**src/rtl/delay_pkg.sv**
```systemverilog
// Shared defaults and the occupancy-width helper for the elastic delay pipe.
package delay_pkg;
  localparam int DEFAULT_LATENCY = 4;
  localparam int DEFAULT_WIDTH   = 32;

  function automatic int clog2_p1(input int n);
    return $clog2(n + 1);
  endfunction
endpackage

```
**src/rtl/elastic_stage.sv**
```systemverilog
// One valid/data register of the elastic delay pipe. Loads whenever it is empty
// or the stage downstream can take its word; flush clears valid but keeps data.
module elastic_stage
  import delay_pkg::*;
#(
  parameter int WIDTH = DEFAULT_WIDTH
) (
  input  logic             clk,
  input  logic             rstn,
  input  logic             flush,
  input  logic             prev_valid,
  input  logic [WIDTH-1:0] prev_data,
  input  logic             rdy_in,
  output logic             rdy_out,
  output logic             valid,
  output logic [WIDTH-1:0] data
);

  // An empty stage always loads, which is what collapses bubbles.
  assign rdy_out = !valid || rdy_in;

  always_ff @(posedge clk) begin
    if (!rstn) begin
      valid <= 1'b0;
      data  <= '0;
    end else if (flush) begin
      valid <= 1'b0;
    end else if (rdy_out) begin
      valid <= prev_valid;
      data  <= prev_data;
    end
  end

endmodule

```
**src/rtl/elastic_delay_pipe.sv**
```systemverilog
// LATENCY-stage elastic delay line with bubble-collapsing backpressure and flush.
// Optional registered occupancy count when DELAY_OCC_EN is defined.
module elastic_delay_pipe
  import delay_pkg::*;
#(
  parameter int  LATENCY = DEFAULT_LATENCY,
  parameter int  WIDTH   = DEFAULT_WIDTH,
  parameter int  OCC_W   = clog2_p1(LATENCY),
  localparam int OCC_PW  = (OCC_W > 0) ? OCC_W : 1
) (
  input  logic              clk,
  input  logic              rstn,
  input  logic              flush,
  input  logic              in_valid,
  output logic              in_ready,
  input  logic [WIDTH-1:0]  in_data,
  output logic              out_valid,
  input  logic              out_ready,
  output logic [WIDTH-1:0]  out_data
`ifdef DELAY_OCC_EN
  ,
  output logic [OCC_PW-1:0] occupancy
`endif
);

  // Handshake: a word moves across a port on a cycle where valid && ready are
  // both high at the posedge; ready may depend combinationally on downstream
  // ready, valid never depends on ready, and a held word stays stable.

  if (LATENCY == 0) begin : g_bypass
    assign in_ready  = out_ready && !flush;
    assign out_valid = in_valid && !flush;
    assign out_data  = in_data;
`ifdef DELAY_OCC_EN
    assign occupancy = '0;
`endif
  end else begin : g_pipe
    logic [LATENCY:0]   rdy;
    logic [LATENCY-1:0] v;
    logic [LATENCY-1:0] v_in;
    logic [WIDTH-1:0]   d [LATENCY];

    // v_in[i] is the valid presented to stage i: in_valid for the head, else v[i-1].
    assign v_in         = LATENCY'({v, in_valid});
    assign rdy[LATENCY] = out_ready;
    assign in_ready     = rdy[0] && !flush;
    assign out_valid    = v[LATENCY-1];
    assign out_data     = d[LATENCY-1];

    for (genvar i = 0; i < LATENCY; i++) begin : g_stage
      logic [WIDTH-1:0] pd;
      if (i == 0) begin : g_head
        assign pd = in_data;
      end else begin : g_body
        assign pd = d[i-1];
      end

      elastic_stage #(.WIDTH(WIDTH)) u_stage (
        .clk       (clk),
        .rstn      (rstn),
        .flush     (flush),
        .prev_valid(v_in[i]),
        .prev_data (pd),
        .rdy_in    (rdy[i+1]),
        .rdy_out   (rdy[i]),
        .valid     (v[i]),
        .data      (d[i])
      );
    end

`ifdef DELAY_OCC_EN
    logic [LATENCY-1:0] v_nxt;
    logic [OCC_W-1:0]   occ_cnt;
    logic [OCC_W-1:0]   occ_q;

    // Count the valids each stage will hold after this edge.
    always_comb begin
      v_nxt   = v;
      occ_cnt = '0;
      for (int i = 0; i < LATENCY; i++) begin
        if (flush) begin
          v_nxt[i] = 1'b0;
        end else if (rdy[i]) begin
          v_nxt[i] = v_in[i];
        end
        occ_cnt = occ_cnt + OCC_W'(v_nxt[i]);
      end
    end

    always_ff @(posedge clk) begin
      if (!rstn) begin
        occ_q <= '0;
      end else begin
        occ_q <= occ_cnt;
      end
    end

    assign occupancy = occ_q;
`endif
  end

endmodule

```
**config.mk**
```make
export PLATFORM = sky130hd
export DESIGN_NAME = elastic_delay_pipe
export DESIGN_NICKNAME = d
export VERILOG_FILES = /design/src/rtl/delay_pkg.sv /design/src/rtl/elastic_stage.sv /design/src/rtl/elastic_delay_pipe.sv
export SDC_FILE = /design/constraint.sdc
export NUM_CORES = 1
export LEC_CHECK = 0
export BUFFER_PORTS_ARGS = -buffer_cell sky130_fd_sc_hd__buf_2
export CORE_MARGIN = 2
export CORE_UTILIZATION = 62
export CTS_CLUSTER_SIZE = 20
export DETAILED_ROUTE_END_ITERATION = 10
export GPL_TIMING_DRIVEN = 0
export PLACE_DENSITY = 0.82
export SYNTH_ARGS = -nofsm -noshare
export SYNTH_HDL_FRONTEND = slang
export SYNTH_HIERARCHICAL = 1
export SYNTH_SLANG_ARGS = --single-unit
export TNS_END_PERCENT = 50
```
**constraint.sdc**
```tcl
create_clock -name clk -period 6.55 [get_ports clk]
set_input_delay 1.965 -clock clk [delete_from_list [all_inputs] [get_ports clk]]
set_output_delay 1.965 -clock clk [all_outputs]
set_load 0.05 [all_outputs]
```
### Word level (Yosys, flattened, before mapping)

Cells that the tools add are included.

* bitwise gates (word level): 2
* reduce and logical (&&, ||, !) cells: 15

Operators with widths (number)
* 2-bit AND reduction: 4
* 1-bit logical NOT: 5
* 1-bit logical OR: 4
* 1-bit NOT: 2
* 2-bit OR reduction: 1
* 1-bit logical AND: 1

* output and inout port bits: 34
* bits of input ports: 37
* logic and storage cells: 25
* register bits: 132

### Logic depth before layout (Yosys ltp)

* depth after elaboration: 6
* mapped depth: 10

### Modules after synthesis

The synthesis kept the hierarchy.

By module, submodules not included
* elastic_stage: cells an instance 144, area an instance 1351.3 µm², times used 4
* elastic_delay_pipe: cells an instance 1, area an instance 13.8 µm², times used 1

### Least setup slack after synthesis

OpenSTA, ideal clock, no wires.

* path kind: input-to-output
* from: input port out_ready
* to: output port in_ready
* path slack: 1.404 ns
* data required time: 4.585 ns
* arrival: 3.181 ns
* stages on the path: 9
* buffers on the path: 0
* cells stage by stage: nor2b_4 -> inv_1 -> nor2b_4 -> inv_1 -> nor2b_4 -> inv_1 -> nor2b_4 -> inv_1 -> nor2b_4

* cells in the longest elaborated chain, start to end: 5

Ends and longest elaborated chain
* from (decl): line elastic_delay_pipe.sv:18 `input logic out_ready,`
* 1-bit logical OR: line elastic_stage.sv:20 `assign rdy_out = !valid || rdy_in;`
* net g_pipe.rdy[3]: line elastic_delay_pipe.sv:38 `logic [LATENCY:0] rdy;`
* 1-bit logical OR: line elastic_stage.sv:20
* net g_pipe.rdy[2]: line elastic_delay_pipe.sv:38
* 1-bit logical OR: line elastic_stage.sv:20
* net g_pipe.rdy[1]: line elastic_delay_pipe.sv:38
* 1-bit logical OR: line elastic_stage.sv:20
* net g_pipe.rdy[0]: line elastic_delay_pipe.sv:38
* 1-bit logical AND: line elastic_delay_pipe.sv:46 `assign in_ready = rdy[0] && !flush;`
* to (decl): line elastic_delay_pipe.sv:15 `output logic in_ready,`

The timed path passes the listed nets, and every way through them passes these cells.

### Worst setup path in the final report

Same ends and word-level chain as after synthesis.

==> flow_summary.ini <==
[outcome]
status = finished clean

[placement]
io_buffer_count = 69
post-dp-hpwl_um = 7730
pre_cts_slack_ps = 1000
place.gp.congestion = 0.795
placed_area_mm2 = 0.00590

[synthesis]
synth_nets = 614
ys_seq_area_frac = 0.488
ys_ff_latch = 132
synth_mux_area_frac = 0.236
synth_area_mm2 = 0.00542
ys_types = 12
synth_xor_xnor_area_share = 0
post_synth_inst_count = 577
synth_top_family_by_area = multiplexers
postSynthAreaPerCell_um2 = 9.39
yosys.area_share.simple = 0.213
yosysWarnings = 6
synth_compound_area_frac = 0
synth_fa_ha_area_frac = 0

[power_and_ir_drop]
power.leakage_nw = 2.90
power.total_mw = 1.92
irDropWorstVdd_v = 0.000187
power.density_mw_per_mm2 = 296

[setup_path]
crit_fanout = 3
cp.required_ps = 4590
path_class = input pin to output pin
cp.arrival_ps = 3600
r2r_cells = 10
cp-start-kind = input pin
crit_path_end_kind = output pin

[clock_network]
hold_buffers = 0
cts_setup_buffers = 0
cts_made_buffers = 17
clock_latency_ps = 500
cts_resized = 0
cts_tree = done
cts_htree_levels = 4
cts_max_path_buffers = 2
clkSinkCount = 132
cts_root_buf = clkbuf_8
clkSlewWorstSetupHoldPaths_ps = 60

[die]
core_mm2 = 0.00859
die_w_um = 97.5
std_cell_rows = 34
dieArea_mm2 = 0.00950
initial_core_util = 0.631
die_y_um = 97.5
pin_count = 71

[timing]
finalSetupViolCount = 0
setup_tns_ps = 0
tightest_slew_ps = 490
rsz0062_at_grt = no
fin_skew_ps = 6.68
period_share = 0.849
clock.fmax_mhz = 180
setup_ws_ps = 986
hold_violations = 0
period_minus_slack_ps = 5560
slew_headroom = 0.673
slew_viol_final = 0

[global_route]
grt_pass1_vias = 4101
gr-total-overflow = 0
antenna_found_initial = 0
track_usage = 0.241
grt_pass1_wl_um = 18700
grt_start_max_net_pins = 17

[drt]
drt-pass1-iter-count = 4
antenna_left = 0
vias_per_cell = 5.12
drtIter0Drc = 142
wire_per_inst_um = 14.3
drc_errors = 0
drt_wl_total_um = 11300
vias = 4027

[job]
max-cap-violations = 0

[layout]
stdcell_area_mm2 = 0.00651
nFillCells = 594
layout-drive-gt1-share = 0.215
syn2layout_area_growth_pct = 20.1
finish.net_count = 702
num_antenna_cells = 0
final_util = 0.757

[min_path]
holdPathStages = 2
hp-class = register to register
## synthesized netlist by cell type
cell      number  area (µm²)
buf_2         20         100
buf_4          4        30.0
buf_8         12         180
clkbuf_1       4        15.0
dfxtp_1      132        2640
inv_1          4        15.0
mux2i_1      128        1280
nand2_1      256         961
nor2_1         4        15.0
nor2_8         4        80.1
nor2b_4        5        68.8
nor3b_1        4        30.0
## per-stage QoR
stage / hold WS [ps] / cells
final: 458 / 786
after global routing: 473 / 786
after CTS: 457 / 786
after detailed placement: 449 / 754
after global placement: 441 / 754
after floorplan: 435 / 577
## state kept, by name, indices dropped and copies added (netlist names)
| name | flops |
|---|---|
| g_pipe.g_stage.u_stage/valid | 4 |
| g_pipe.g_stage.u_stage/data | 128 |
## area by class of cell
| type | count | area [µm²] | share of cell area |
|---|---|---|---|
| Multi-Input combinational cell | 401 | 2440 | 0.374 |
| Buffer | 40 | 325 | 0.0500 |
| Inverter | 4 | 15.0 | 0.00231 |
| Tap cell | 108 | 135 | 0.0208 |
| Timing Repair Buffer | 69 | 345 | 0.0531 |
| Sequential cell | 132 | 2640 | 0.406 |
| Clock buffer | 20 | 455 | 0.0700 |
| Clock inverter | 12 | 151 | 0.0233 |
## path summary, 6_finish.rpt
check	from	slack [ps]	endpoint
hold reg to reg	g_pipe.g_stage[3].u_stage/data[2]	460	g_pipe.g_stage[3].u_stage/data[2]
setup / recovery	out_ready	990	in_ready
setup reg to reg	g_pipe.g_stage[3].u_stage/valid	4530	g_pipe.g_stage[0].u_stage/data[9]
hold / removal	g_pipe.g_stage[3].u_stage/data[2]	460	g_pipe.g_stage[3].u_stage/data[2]
## cell usage in the layout, fill, tap and decap left out
master      netlist  layout
buf_2            20      89
buf_4             4       4
buf_8            12      12
bufinv_16         0       3
clkbuf_1          4       4
clkbuf_16         0      16
clkbuf_8          0       4
clkinv_2          0       4
clkinv_4          0       1
clkinvlp_4        0       2
dfxtp_1         132     132
inv_1             4       4
inv_6             0       2
mux2i_1         128     128
nand2_1         256     256
nor2_1            4       4
nor2_8            4       4
nor2b_4           5       5
nor3b_1           4       4
## metal layers
layer / GRT usage / vias to the layer above / wire length [µm]
met5: 0 / - / 0
met4: 0.0748 / 0 / 165
met3: 0.0568 / 16 / 476
met2: 0.418 / 103 / 5590
met1: 0.298 / 1882 / 5030
li1: - / 2026 / -
## cells by family after synthesis
| group | after synthesis |
|---|---|
| mux | 128 |
| simple gates | 273 |
| flops | 132 |
| buf+inv | 44 |
## worst max-delay path, stage by stage
cell and delay, ps:
buf_2 110, nor2b_4 210, inv_1 110, nor2b_4 200, inv_1 100, nor2b_4 200, inv_1 100, nor2b_4 190
inv_1 60, nor2b_4 120, buf_2 220
## report_power, final
group | switching, mW | internal (mW)
logic | 0.0756 | 0.0574
registers | 0.0142 | 0.828
clock network | 0.339 | 0.610
No activity file was read; power rests on OpenSTA's default activity.
